## src/rtl/vram_pkg.sv

```systemverilog
// vram_pkg: shared VRAM geometry and rectangle-fill state encoding
package vram_pkg;
    localparam int SCREEN_W = 640;
    localparam int SCREEN_H = 480;
    localparam int VRAM_ADDR_W = 19;
    localparam int VRAM_COLOR_W = 12;
    typedef enum logic [1:0] {IDLE, SETUP, FILL, DONE} fill_state_t;
endpackage

```

## src/rtl/rect_clip.sv

```systemverilog
// rect_clip: clips a rectangle to the screen and computes its first VRAM address
module rect_clip
    import vram_pkg::*;
#(
    parameter int WIDTH = SCREEN_W,
    parameter int HEIGHT = SCREEN_H,
    parameter int ADDR_W = VRAM_ADDR_W
) (
    input  logic [9:0]        x,
    input  logic [8:0]        y,
    input  logic [9:0]        w,
    input  logic [8:0]        h,
    output logic [9:0]        ew,
    output logic [8:0]        eh,
    output logic              empty,
    output logic [ADDR_W-1:0] start_addr
);
    logic [10:0] end_x;
    logic [9:0]  end_y;
    always_comb begin
        end_x = {1'b0, x} + {1'b0, w};
        end_y = {1'b0, y} + {1'b0, h};
        empty = (x >= 10'(WIDTH)) || (y >= 9'(HEIGHT)) || (w == '0) || (h == '0);
        ew = (end_x > 11'(WIDTH)) ? 10'(11'(WIDTH) - {1'b0, x}) : w;
        eh = (end_y > 10'(HEIGHT)) ? 9'(10'(HEIGHT) - {1'b0, y}) : h;
        start_addr = ADDR_W'(y) * ADDR_W'(WIDTH) + ADDR_W'(x);
    end
endmodule

```

## src/rtl/vram_rect_fill.sv

```systemverilog
// vram_rect_fill: clips a rectangle command and streams one VRAM pixel write per clock in raster order
module vram_rect_fill
    import vram_pkg::*;
#(
    parameter int WIDTH = SCREEN_W,
    parameter int HEIGHT = SCREEN_H,
    parameter int ADDR_W = VRAM_ADDR_W,
    parameter int COLOR_W = VRAM_COLOR_W
) (
    input  logic               vram_clk,
    input  logic               rst,
    input  logic               cmd_valid,
    output logic               cmd_ready,
    input  logic [9:0]         cmd_x,
    input  logic [8:0]         cmd_y,
    input  logic [9:0]         cmd_w,
    input  logic [8:0]         cmd_h,
    input  logic [COLOR_W-1:0] cmd_color,
    output logic               busy,
    output logic               done,
    output logic               we,
    output logic [ADDR_W-1:0]  addr,
    output logic [COLOR_W-1:0] data
);
    fill_state_t state, state_nxt;
    logic [9:0] x_q, w_q, ew, ew_q, col;
    logic [8:0] y_q, h_q, eh, eh_q, row;
    logic [COLOR_W-1:0] color_q;
    logic [ADDR_W-1:0] start_addr, row_base;
    logic empty, row_end, last;

    rect_clip #(.WIDTH(WIDTH), .HEIGHT(HEIGHT), .ADDR_W(ADDR_W)) u_clip (
        .x(x_q), .y(y_q), .w(w_q), .h(h_q),
        .ew(ew), .eh(eh), .empty(empty), .start_addr(start_addr)
    );

    assign row_end = col == ew_q - 10'd1;
    assign last = row_end && (row == eh_q - 9'd1);

    always_ff @(posedge vram_clk) state <= rst ? IDLE : state_nxt;

    always_comb begin
        state_nxt = state;
        case (state)
            IDLE:    state_nxt = cmd_valid ? SETUP : IDLE;
            SETUP:   state_nxt = empty ? DONE : FILL;
            FILL:    state_nxt = last ? DONE : FILL;
            default: state_nxt = IDLE;
        endcase
    end

    always_comb begin
        cmd_ready = (state == IDLE) && !rst;
        busy = state != IDLE;
        done = state == DONE;
    end

    always_ff @(posedge vram_clk) begin
        if (cmd_ready && cmd_valid) begin
            x_q <= cmd_x;
            y_q <= cmd_y;
            w_q <= cmd_w;
            h_q <= cmd_h;
            color_q <= cmd_color;
        end
        if (state == SETUP) begin
            ew_q <= ew;
            eh_q <= eh;
            col <= '0;
            row <= '0;
            row_base <= start_addr;
        end else if (state == FILL) begin
            col <= row_end ? '0 : col + 10'd1;
            row <= row_end ? row + 9'd1 : row;
            row_base <= row_end ? row_base + ADDR_W'(WIDTH) : row_base;
        end
    end

    // Write port runs one pixel ahead of the counters so the first write lands the cycle after SETUP
    always_ff @(posedge vram_clk) begin
        if (rst) begin
            we <= 1'b0;
            addr <= '0;
            data <= '0;
        end else if (state == SETUP) begin
            we <= !empty;
            addr <= empty ? addr : start_addr;
            data <= empty ? data : color_q;
        end else if (state == FILL) begin
            we <= !last;
            addr <= last ? addr : (row_end ? row_base + ADDR_W'(WIDTH) : addr + 1'b1);
        end else begin
            we <= 1'b0;
        end
    end
endmodule

```

## config.mk

```make
export PLATFORM = sky130hd
export DESIGN_NAME = vram_rect_fill
export DESIGN_NICKNAME = d
export VERILOG_FILES = /design/src/rtl/vram_pkg.sv /design/src/rtl/rect_clip.sv /design/src/rtl/vram_rect_fill.sv
export SDC_FILE = /design/constraint.sdc
export NUM_CORES = 1
export LEC_CHECK = 0
export CAP_MARGIN = 10
export CORE_UTILIZATION = 45
export DETAILED_ROUTE_END_ITERATION = 8
export PLACE_DENSITY = 0.7
export SLEW_MARGIN = 0
export SYNTH_ARGS = -nofsm -noshare
export SYNTH_HDL_FRONTEND = slang
export SYNTH_SLANG_ARGS = --single-unit
export TNS_END_PERCENT = 5
```

## constraint.sdc

```tcl
create_clock -name vram_clk -period 9.4 [get_ports vram_clk]
set_input_delay 1.88 -clock vram_clk [delete_from_list [all_inputs] [get_ports vram_clk]]
set_output_delay 1.88 -clock vram_clk [all_outputs]
set_load 0.03 [all_outputs]
```

======== Yosys cells after proc, flatten, opt, wreduce, memory -nomap -nowiden ========
Cells that the tools add are included.
W data, S select, Z words.
cells by class
  muxes and demuxes ....................... 17
  multiply operators ...................... 1
  add/sub/neg operators ................... 11
  eq/ne operators ......................... 7
  bitwise gates (word level) .............. 1
  magnitude comparators ................... 4
  reduce and logical (&&, ||, !) cells .... 19
operator list
  kind                      number
  $mux W19                  8
  $mux W10                  2
  $add A19 B1 Y19 const B   1
  $add A19 B10 Y19          1
  $add A19 B10 Y19 const B  1
  $mul A9 B3 Y12 const B    1
  $add A10 B10 Y11          1
  $gt A11 B10 Y1 const B    1
  $add A10 B1 Y10 const B   1
  $add A9 B9 Y10            1
  $eq A10 B10 Y1            1
  $ge A10 B10 Y1 const B    1
  $gt A10 B9 Y1 const B     1
  $logic_not A10 Y1         1
  $sub A10 B1 Y10 const B   1
  $sub A10 B10 Y10 const A  1
  $add A9 B1 Y9 const B     1
  $eq A9 B9 Y1              1
  $ge A9 B9 Y1 const B      1
  $logic_not A9 Y1          1
  $mux W9                   1
  $sub A9 B1 Y9 const B     1
  $sub A9 B9 Y9 const A     1
  $pmux W2 S3               1
  other kinds (13)          28
storage, ports and cells
  bits in registers ....................... 141
  logic and storage cells ................. 74
  bits of input ports ..................... 53

======== Logic depth before layout (Yosys ltp) ========
Gate-level depths: netlist of run 1.
  depth in word-level cells ............... 6
  mapped depth ............................ 12
  mapped depth without buffers ............ 11

======== Modules after synthesis ========
From an unflattened synthesis of run 1, not the netlist that was laid out.
unflattened totals
  cell total of the unflattened synthesis .. 862
  area total of the unflattened synthesis .. 8546.9 sq um
modules (own cells, without submodules)
  module          sequential area each (sq um)  cells each  area each (sq um)  times used
  vram_rect_fill  3703.6                        603         6506.2             1
  rect_clip       0.0                           259         2040.7             1

======== Worst setup path before layout of run 1 ========
No wires, ideal clock.
  path kind ............................... input to output
  start ................................... input rst
  end ..................................... output cmd_ready
  data arrival time ....................... 2.692 ns
  stages .................................. 3
  slack ................................... 4.828 ns
  required time ........................... 7.520 ns
  cell sequence ........................... clkbuf_1 > clkbuf_1 > nor2_1
between the ends
  longest elaborated chain between the ends .. 2
RTL lines
  what                 line                  source
  from (decl)          vram_rect_fill.sv:11  input logic rst,
  $logic_not A1 Y1     vram_rect_fill.sv:53  cmd_ready = (state == IDLE) && !rst;
  $logic_and A1 B1 Y1  vram_rect_fill.sv:53
  to (decl)            vram_rect_fill.sv:13  output logic cmd_ready,
Every way passes these cells.

======== Final worst setup path of run 1 ========
Ends and elaborated chain as after synthesis.

==> qor.csv, run 1 <==
stage,metric,value,unit
outcome,status,finished with violations,
outcome,failing checks,design-rule violations,
timing,Final min period,5.18,ns
critical_path,Worst path slowest cell,clkdlybuf4s50_1,
cts,# hold bufs at CTS,0,
critical_path,worst path bufs/invs,3,
logic_synthesis,Post-synth EDFFs,88,
placed_design,Final Wtd Congestion,0.837,
floorplanning,core area,0.0182,mm²
logic_synthesis,"Async S/R FF share, synth",0,%
placed_design,Post-DP HPWL,13500,µm
floorplanning,width of the die,139,µm
logic_synthesis,"Seq/Total Area, Yosys",43.8,%
logic_synthesis,"Primary FF master, synth",edfxtp_1,
final_layout,antenna cells,0,
timing,final worst slack,4.22,ns
logic_synthesis,Mapped Cells,827,
cts,number of setup buffers added after CTS,0,
routing,Pre-antenna DRT Iters,7,
routing,Initial DRC Count,413,
floorplanning,Site Rows,49,
power,total power,2.12,mW
routing,post-route ant nets,0,
timing,max frequency,193,MHz
floorplanning,Initial Util,46.5,%
power,worst vdd ir,0.000181,V
cts,Post-CTS Resized,0,
routing,wire per inst,16.3,µm
critical_path,crit path kind,in -> out,
cts,TritonCTS clock tree,built,
critical_path,crit-path max cell delay,0.67,ns
cts,clock-pin transition on the worst setup and hold timing paths,0.06,ns
timing,RSZ-0062 raised after global routing,false,
timing,setup TNS,0,ns
power,PwrDens,209,mW/mm²
timing,Fin. Hold Viols,0,
final_layout,fill count,1558,
timing,final setup fails,0,
routing,Residual DRC,3,
logic_synthesis,post-synth cell types,67,
floorplanning,die height,139,µm
critical_path,CP Capture Type,primary output,
critical_path,worst path cell trace,"clkdlybuf4s50_1, buf_4, nor2_1, clkdlybuf4s50_1",
cts,CTS Buf Count,17,
timing,Final Skew,0.00708,ns
cts,Clock Sinks,141,
placed_design,Setup WS pre-CTS,4.22,ns
timing,slew at the pin with the worst max-slew slack,1.18,ns
timing,final worst-path cycle share,55.1,%
grt,initial antenna violation count,0,
timing,"Slew Viols, Final",0,
final_layout,Sequential cell area,0.00370,mm²
critical_path,cell mode on critical path,clkdlybuf4s50_1,
critical_path,CP Data Required Time,7.52,ns
cts,CTS Buffer Depth,2,
hold_path,HP Class,reg -> reg,
final_layout,Final Non-Filler Cells,1150,
floorplanning,# IOs,88,
routing,Vias/cell,5.61,
critical_path,CP top delay family,buffers and inverters,
logic_synthesis,yosys warns,0,
power,P_leak,3.68,nW
grt,grt ovf,0,
cts,Worst-Skew Late Latency,0.42,ns
critical_path,"Arr. time, crit path",3.30,ns
grt,first-pass GRT wire length,31200,µm
placed_design,Placed Cells,1118,
logic_synthesis,Netlist Area Pre-Place,0.00846,mm²
grt,Total GRT Usage,20.2,%
logic_synthesis,syn nets,933,
run,total of max-cap violations,0,
final_layout,"Core Util, Final",55.7,%
floorplanning,die area,0.0194,mm²
cts,H-tree levels,4,
final_layout,layout cells sized above 1,8.90,%
logic_synthesis,Mean Syn Cell Area,10.2,µm²
critical_path,startpoint class of the critical path,primary input,
placed_design,Buffers on Ports,87,
final_layout,P&R area growth vs syn,19.9,%
timing,Worst slew margin,21.5,%
grt,number of global-route vias before repair,6304,
routing,total number of vias,6447,
grt,largest net degree at the start of global routing,66,
routing,final WL,18700,µm
logic_synthesis,Synth Register Bits,141,
critical_path,critical-path maximum fanout,20,
final_layout,fin nets,1014,
final_layout,area of the multi-input gates,0.00448,mm²
cts,root buf cell,clkbuf_16,
## power by group
| group | switching, mW | internal (mW) |
|---|---|---|
| Sequential | 0.0822 | 0.748 |
| Combinational | 0.312 | 0.252 |
| Clock | 0.258 | 0.466 |
## cell usage after synthesis, types with 15 or more instances
library cell   n  area, µm²
nor3_1        26        130
clkbuf_1      20       75.1
ha_1          49        613
mux2i_1       24        240
dfxtp_1       53       1060
nor2_1        67        251
xnor2_1       62        543
nand4_1       15       93.8
nand2_1       46        173
inv_1         37        139
o21ai_0       45        225
mux2_2        21        236
edfxtp_1      88       2640
xor2_1        41        359
nand3_1       32        160
a21oi_1       27        135
## logic make-up after synthesis
family	after synthesis	synth area share (%)
AO/OA/AOI/OAI	152	12.2
adder cells (fa/ha/maj)	53	8.19
flip-flops	141	43.8
multiplexers	45	5.63
buffers and inverters	66	3.33
AND/OR/NAND/NOR	267	16.2
XOR/XNOR	103	10.7
## layer usage
layer	vias up	wire length, µm	GRT usage (%)
li1	3186	-	-
met1	3077	8930	27.4
met2	158	8750	32.7
met3	26	776	3.38
met4	0	264	6.55
met5	-	0	0
## layout by cell type, fill, tap and decap left out, types with 32 or more instances in the layout
cell type / n
edfxtp_1: 88
nand3_1: 32
inv_1: 37
clkdlybuf4s50_1: 87
xor2_1: 41
nand2_1: 46
ha_1: 48
dfxtp_1: 53
xnor2_1: 62
nor2_1: 67
o21ai_0: 45
## worst paths after layout
path	startpoint	end	slack, ns	cells after the start
worst max-delay path	rst	cmd_ready	4.22	4
worst min-delay path	color_q[10]	data[10]	0.48	2
worst max register to register	ew_q[0]	row_base[11]	5.33	9
worst min register to register	color_q[10]	data[10]	0.48	2
## layout make-up
class,instances,share of cell area [%]
tap,229,2.82
multi-input combinational,620,44.2
inverter,37,1.37
timing repair buffer,91,8.88
clock buffer,18,4.23
sequential,141,36.5
clock inverter,14,1.97
## registers in the layout (all words and copies together), names as in the netlist
register	cells
ew_q	10
addr	19
w_q	10
we	1
data	12
row	9
state	2
y_q	9
eh_q	9
h_q	9
row_base	19
col	10
color_q	12
x_q	10
## tightest hold or removal path, cell delays in order (launching register included)
cell and delay, ns:
edfxtp_1 0.32, mux2i_1 0.06, nor2_1 0.07
## through the flow
stage                     area, µm²  hold WS (ns)
after detailed placement       9510         0.472
after CTS                     10100         0.483
after global routing          10100         0.510
final                         10100         0.481
after global placement         9510         0.458
after floorplan                8460         0.453
Power figures use the tool's default switching activity.
==> run 2, diff against run 1 <==
==> constraint.sdc (replaced) <==
create_clock -name vram_clk -period 5.02 [get_ports vram_clk]
set_input_delay 1.004 -clock vram_clk [delete_from_list [all_inputs] [get_ports vram_clk]]
set_output_delay 1.004 -clock vram_clk [all_outputs]
set_load 0.03 [all_outputs]
==> run 2 against run 1 <==
Against the previous run: the run still ends with design-rule violations left; die area is the same; register-to-register slack lost 3.8 ns; core utilization grew 0.16 points; clock-buffer cell count is the same.
==> qor.csv, run 2 (synthesized netlist as in run 1, its figures left out) <==
stage,metric,value,unit,change
outcome,status,finished with violations,,
outcome,failing checks,design-rule violations,,
critical_path,crit path kind,in -> out,,
critical_path,CP Capture Type,primary output,,
routing,Residual DRC,3,,unchanged
final_layout,fill count,1560,,+0.13%
timing,Worst slew margin,43.3,%,+22 points
floorplanning,width of the die,139,µm,unchanged
timing,Fin. Hold Viols,0,,unchanged
hold_path,HP Class,reg -> reg,,
floorplanning,Initial Util,46.5,%,unchanged
power,PwrDens,389,mW/mm²,+86%
timing,max frequency,277,MHz,
power,Net Sw Frac,31.7,%,+0.89 points
final_layout,Largest regs,"addr: 19 flops, row_base: 19 flops",,
power,P_leak,3.69,nW,+0.50%
timing,RSZ-0062 raised after global routing,false,,
grt,grt ovf,0,,unchanged
placed_design,Placed Cells,1123,,+0.45%
final_layout,layout cells sized above 1,9.83,%,+0.92 points
floorplanning,core area,0.0182,mm²,unchanged
grt,first-pass GRT wire length,31300,µm,+0.36%
critical_path,crit path from,rst,,
power,clock network power share,33.7,%,-0.5 points
final_layout,antenna cells,0,,unchanged
routing,post-route ant nets,0,,unchanged
final_layout,most frequent cells in the layout,"88 x edfxtp_1, 87 x clkdlybuf4s50_1, 67 x nor2_1",,
timing,setup TNS,0,ns,unchanged
cts,root buf cell,clkbuf_16,,
floorplanning,# IOs,88,,unchanged
cts,H-tree levels,4,,unchanged
critical_path,CP Data Required Time,4.02,ns,-3.50 ns
cts,Worst-Skew Late Latency,0.44,ns,+0.02 ns
hold_path,Hold Startpoint,color_q[7],,
cts,Post-CTS Resized,0,,unchanged
final_layout,"commonest non-fill, non-tap cell in the layout",edfxtp_1,,
routing,Vias/cell,5.66,,+0.94%
cts,Clock Sinks,141,,unchanged
cts,# hold bufs at CTS,0,,unchanged
placed_design,Post-DP HPWL,14000,µm,+3.7%
power,Reg power frac,39.2,%,about the same
power,Int Power,2.71,mW,+85%
power,switching power,1.25,mW,+92%
final_layout,fin nets,1019,,+0.49%
cts,clock-pin transition on the worst setup and hold timing paths,0.06,ns,about the same
cts,TritonCTS clock tree,built,,
timing,Final Skew,0.0113,ns,+0.00425 ns
cts,number of setup buffers added after CTS,0,,unchanged
grt,Total GRT Usage,20.6,%,+0.41 points
timing,final worst slack,1.41,ns,-2.81 ns
critical_path,r2r setup slk,1.58,ns,-3.75 ns
routing,Initial DRC Count,365,,-12%
placed_design,Final Wtd Congestion,0.877,,+4.8%
routing,final WL,19300,µm,+3.1%
floorplanning,die area,0.0194,mm²,unchanged
timing,slew at the pin with the worst max-slew slack,0.844,ns,-0.334 ns
final_layout,"Core Util, Final",55.9,%,+0.16 points
critical_path,critical-path maximum fanout,12,,-40%
routing,wire per inst,16.7,µm,+2.7%
routing,total number of vias,6536,,+1.4%
floorplanning,die height,139,µm,unchanged
grt,initial antenna violation count,0,,unchanged
critical_path,startpoint class of the critical path,primary input,,
power,Logic pwr share,27.1,%,+0.5 points
final_layout,P&R area growth vs syn,20.2,%,
final_layout,Final Non-Filler Cells,1155,,+0.43%
power,worst vdd ir,0.000284,V,+57%
placed_design,Setup WS pre-CTS,1.41,ns,-2.81 ns
grt,number of global-route vias before repair,6348,,+0.70%
placed_design,Buffers on Ports,87,,unchanged
critical_path,reg2reg start,ew_q[0],,
floorplanning,Site Rows,49,,unchanged
timing,worst hold margin,0.471,ns,-0.00922 ns
cts,CTS Buffer Depth,2,,unchanged
timing,Final min period,3.61,ns,
routing,Pre-antenna DRT Iters,7,,unchanged
timing,final setup fails,0,,unchanged
critical_path,"Arr. time, crit path",2.61,ns,-0.69 ns
cts,CTS Buf Count,17,,unchanged
timing,"Slew Viols, Final",0,,unchanged
timing,final worst-path cycle share,72.0,%,
run,total of max-cap violations,0,,unchanged
grt,largest net degree at the start of global routing,39,,-41%
## run 2: stage by stage
step	instance area (µm²)	power, mW
global route	10200	4.14
detailed placement	9550	2.64
CTS	10200	3.98
floorplan	8460	2.30
finish	10200	3.96
global placement	9550	2.62
## run 2: critical path: stages
cell and delay, ns:
clkdlybuf4s50_1 0.71, nor2_1 0.20, clkdlybuf4s50_1 0.69
## run 2: final cells by class
type / instances / area [µm²] / area share (%)
multi-input cells: 620 / 4480 / 44.1
repair buffers: 96 / 938 / 9.22
inverters: 37 / 139 / 1.37
clock inverters: 14 / 193 / 1.89
well taps: 229 / 287 / 2.82
clock buffers: 18 / 429 / 4.22
flip-flops and latches: 141 / 3700 / 36.4
## run 2: final timing paths
check / endpoint / depth (start not counted)
max reg2reg: row_base[7] / 10
max: cmd_ready / 3
min reg2reg: data[7] / 2
min: data[7] / 2
## run 2: per-layer routing
layer	global-route usage, %	wire length [µm]	vias up	share of wire [%]
met5	0	0	-	0
met3	4.07	927	28	4.8
met2	33.8	9090	181	47
met4	7.37	314	0	1.6
li1	-	-	3200	-
met1	27.0	8970	3127	46
## run 2: power groups by stage
stage / registers (mW) / logic (mW) / clock network [mW]
after floorplan: 1.62 / 0.677 / 0
after CTS: 1.55 / 1.07 / 1.35
final: 1.55 / 1.07 / 1.33
after global routing: 1.57 / 1.17 / 1.40
after global placement: 1.57 / 1.04 / 0
after detailed placement: 1.57 / 1.06 / 0
==> run 3, diff against run 2 <==
--- a/config.mk
+++ b/config.mk
@@ -8,7 +8,7 @@
 export CAP_MARGIN = 10
 export CORE_UTILIZATION = 45
 export DETAILED_ROUTE_END_ITERATION = 8
-export PLACE_DENSITY = 0.7
+export PLACE_DENSITY = 0.72
 export SLEW_MARGIN = 0
 export SYNTH_ARGS = -nofsm -noshare
 export SYNTH_HDL_FRONTEND = slang
==> constraint.sdc (replaced) <==
create_clock -name vram_clk -period 3.3 [get_ports vram_clk]
set_input_delay 0.66 -clock vram_clk [delete_from_list [all_inputs] [get_ports vram_clk]]
set_output_delay 0.66 -clock vram_clk [all_outputs]
set_load 0.03 [all_outputs]
==> run 3 against run 2 <==
Against the previous run: the flow still finishes with violations (design-rule violations); combinational power increased by 57%; clock power increased by 35%; sequential power increased by 52%; routed wire length decreased by 2.7%; power increased by 47%; die area unchanged; via count decreased by 0.98%; clock-buffer cell count unchanged; core utilization increased by 0.39 points; global-route usage decreased by 0.11 points; register-to-register slack got worse by 1.5 ns; critical path type is now reg -> reg.
==> qor.csv, run 3 (synthesized netlist as in run 1, its figures left out) <==
stage,metric,value,unit,change
final_layout,design area,0.0102,mm²,+0.70%
floorplanning,# IOs,88,,unchanged
timing,max frequency,315,MHz,
critical_path,CP Data Required Time,3.48,ns,-0.54 ns
final_layout,P&R area growth vs syn,21.1,%,
timing,setup TNS,0,ns,unchanged
critical_path,critical-path maximum fanout,9,,-3
final_layout,most frequent cells in the layout,"88 x edfxtp_1, 87 x clkdlybuf4s50_1, 66 x nor2_1",,
placed_design,Placed Cells,1131,,+0.71%
final_layout,layout cells sized above 1,11.1,%,+1.3 points
timing,"Slew Viols, Final",0,,unchanged
timing,Final min period,3.17,ns,
power,Int Power,3.91,mW,+45%
run,total of max-cap violations,0,,unchanged
final_layout,fin nets,1027,,+0.79%
placed_design,Post-DP HPWL,13700,µm,-2.0%
floorplanning,Initial Util,46.5,%,unchanged
cts,TritonCTS clock tree,built,,
critical_path,Worst path slowest cell,edfxtp_1,,
cts,number of setup buffers added after CTS,0,,unchanged
cts,CTS Buffer Depth,2,,unchanged
critical_path,"Arr. time, crit path",3.35,ns,+0.74 ns
timing,final setup fails,0,,unchanged
final_layout,fill count,1564,,+0.26%
power,switching power,1.91,mW,+53%
grt,largest net degree at the start of global routing,51,,+31%
routing,wire per inst,16.2,µm,-3.4%
final_layout,antenna cells,0,,unchanged
placed_design,Placed Area,0.00965,mm²,+1.0%
timing,Final Skew,0.0111,ns,-0.000245 ns
power,worst vdd ir,0.000422,V,+49%
floorplanning,Site Rows,49,,unchanged
outcome,status,finished with violations,,
grt,number of global-route vias before repair,6133,,-3.4%
cts,CTS Buf Count,17,,unchanged
grt,Total GRT Usage,20.5,%,-0.11 points
timing,worst hold margin,0.483,ns,+0.0117 ns
floorplanning,core area,0.0182,mm²,unchanged
timing,Fin. Hold Viols,0,,unchanged
power,Logic pwr share,28.8,%,+1.7 points
final_layout,"commonest non-fill, non-tap cell in the layout",edfxtp_1,,
cts,Clock Sinks,141,,unchanged
grt,grt ovf,0,,unchanged
timing,Worst slew margin,65.2,%,+22 points
power,PwrDens,569,mW/mm²,+46%
critical_path,CP Capture Type,flop,,
floorplanning,die height,139,µm,unchanged
routing,post-route ant nets,0,,unchanged
floorplanning,width of the die,139,µm,unchanged
timing,slew at the pin with the worst max-slew slack,0.520,ns,-0.324 ns
final_layout,Final Non-Filler Cells,1163,,+0.69%
cts,clock-pin transition on the worst setup and hold timing paths,0.06,ns,about the same
cts,# hold bufs at CTS,0,,unchanged
critical_path,crit path kind,reg -> reg,,
power,P_leak,3.72,nW,+0.68%
cts,Post-CTS Resized,0,,unchanged
critical_path,crit-path max cell delay,0.47,ns,-0.24 ns
placed_design,Final Wtd Congestion,0.903,,+3.0%
routing,Pre-antenna DRT Iters,9,,+2
critical_path,worst path cell trace,"ha_1, inv_1, fa_1, nor2b_1, o21a_1, o21ai_0, a211oi_1, nor4_2, o21ba_2, o221a_2, mux2_2",,
critical_path,CP top delay family,compound AO/OA/AOI/OAI gates,,
power,clock network power share,30.7,%,-3.0 points
power,Net Sw Frac,32.8,%,+1.2 points
final_layout,Largest regs,"addr: 19 flops, row_base: 19 flops",,
grt,initial antenna violation count,0,,unchanged
hold_path,HP Class,reg -> reg,,
grt,first-pass GRT wire length,31500,µm,+0.66%
routing,Vias/cell,5.56,,-1.7%
placed_design,Buffers on Ports,87,,unchanged
critical_path,worst path bufs/invs,1,,-1
routing,final WL,18800,µm,-2.7%
routing,total number of vias,6472,,-0.98%
cts,Worst-Skew Late Latency,0.43,ns,about the same
outcome,failing checks,design-rule violations,,
routing,Initial DRC Count,392,,+7.4%
critical_path,startpoint class of the critical path,flop,,
cts,H-tree levels,4,,unchanged
power,Reg power frac,40.4,%,+1.2 points
timing,final worst-path cycle share,96.2,%,
floorplanning,die area,0.0194,mm²,unchanged
cts,root buf cell,clkbuf_16,,
routing,Residual DRC,3,,unchanged
run 3: cell types whose count changed in the layout (fill, tap and decap cells not counted), moves of 2 or more:
cell       before  now
buf_4           9   13
nor4_1         11    9
buf_12          0    3
bufinv_16       4    1
clkinv_4        2    4
nor4_2          1    3
run 3: area by class of cell:
cell class / instances / area (µm²) / area share, %
flip-flops and latches: 141 / 3700 / 36.2
well taps: 229 / 287 / 2.80
clock inverters: 14 / 124 / 1.21
inverters: 37 / 139 / 1.36
multi-input cells: 620 / 4520 / 44.2
repair buffers: 104 / 1040 / 10.1
clock buffers: 18 / 429 / 4.19
run 3: worst paths after layout:
kind                   start       to  slack (ns)  cells past startpoint
hold / removal    color_q[0]  data[0]        0.48                      2
hold reg to reg   color_q[0]  data[0]        0.48                      2
setup reg to reg      y_q[0]  eh_q[8]        0.13                     11
setup / recovery      y_q[0]  eh_q[8]        0.13                     11
run 3: metal layers:
metal  routed length (µm)  share of wire, %  vias to the layer above  track usage [%]
li1                     -                 -                     3214                -
met5                    0                 0                        -                0
met3                  911               4.8                       21             4.45
met2                 8360                45                      152             30.8
met1                 9160                49                     3085             28.8
met4                  349               1.9                        0             7.31
run 3: metrics by stage:
stage          power (mW)  worst slack (ns)  utilization, %
2_1_floorplan        3.50             0.165               -
3_3_place_gp         4.02             0.166            53.0
3_5_place_dp         4.04            0.0952            53.0
4_1_cts              5.84            0.0762            56.0
5_1_grt              6.13          -0.00751            56.3
6_report             5.83             0.126            56.3
run 3: power by group through the flow:
stage	combinational (mW)	sequential [mW]	clock, mW
after floorplan	1.03	2.47	0
after detailed placement	1.65	2.39	0
after global placement	1.64	2.38	0
after CTS	1.66	2.35	1.83
final	1.68	2.36	1.79
after global routing	1.85	2.39	1.90
run 3: tightest hold or removal path: stages, from the launching register on:
cell      delay (ns)
edfxtp_1        0.32
mux2i_1         0.06
nor2_1          0.07
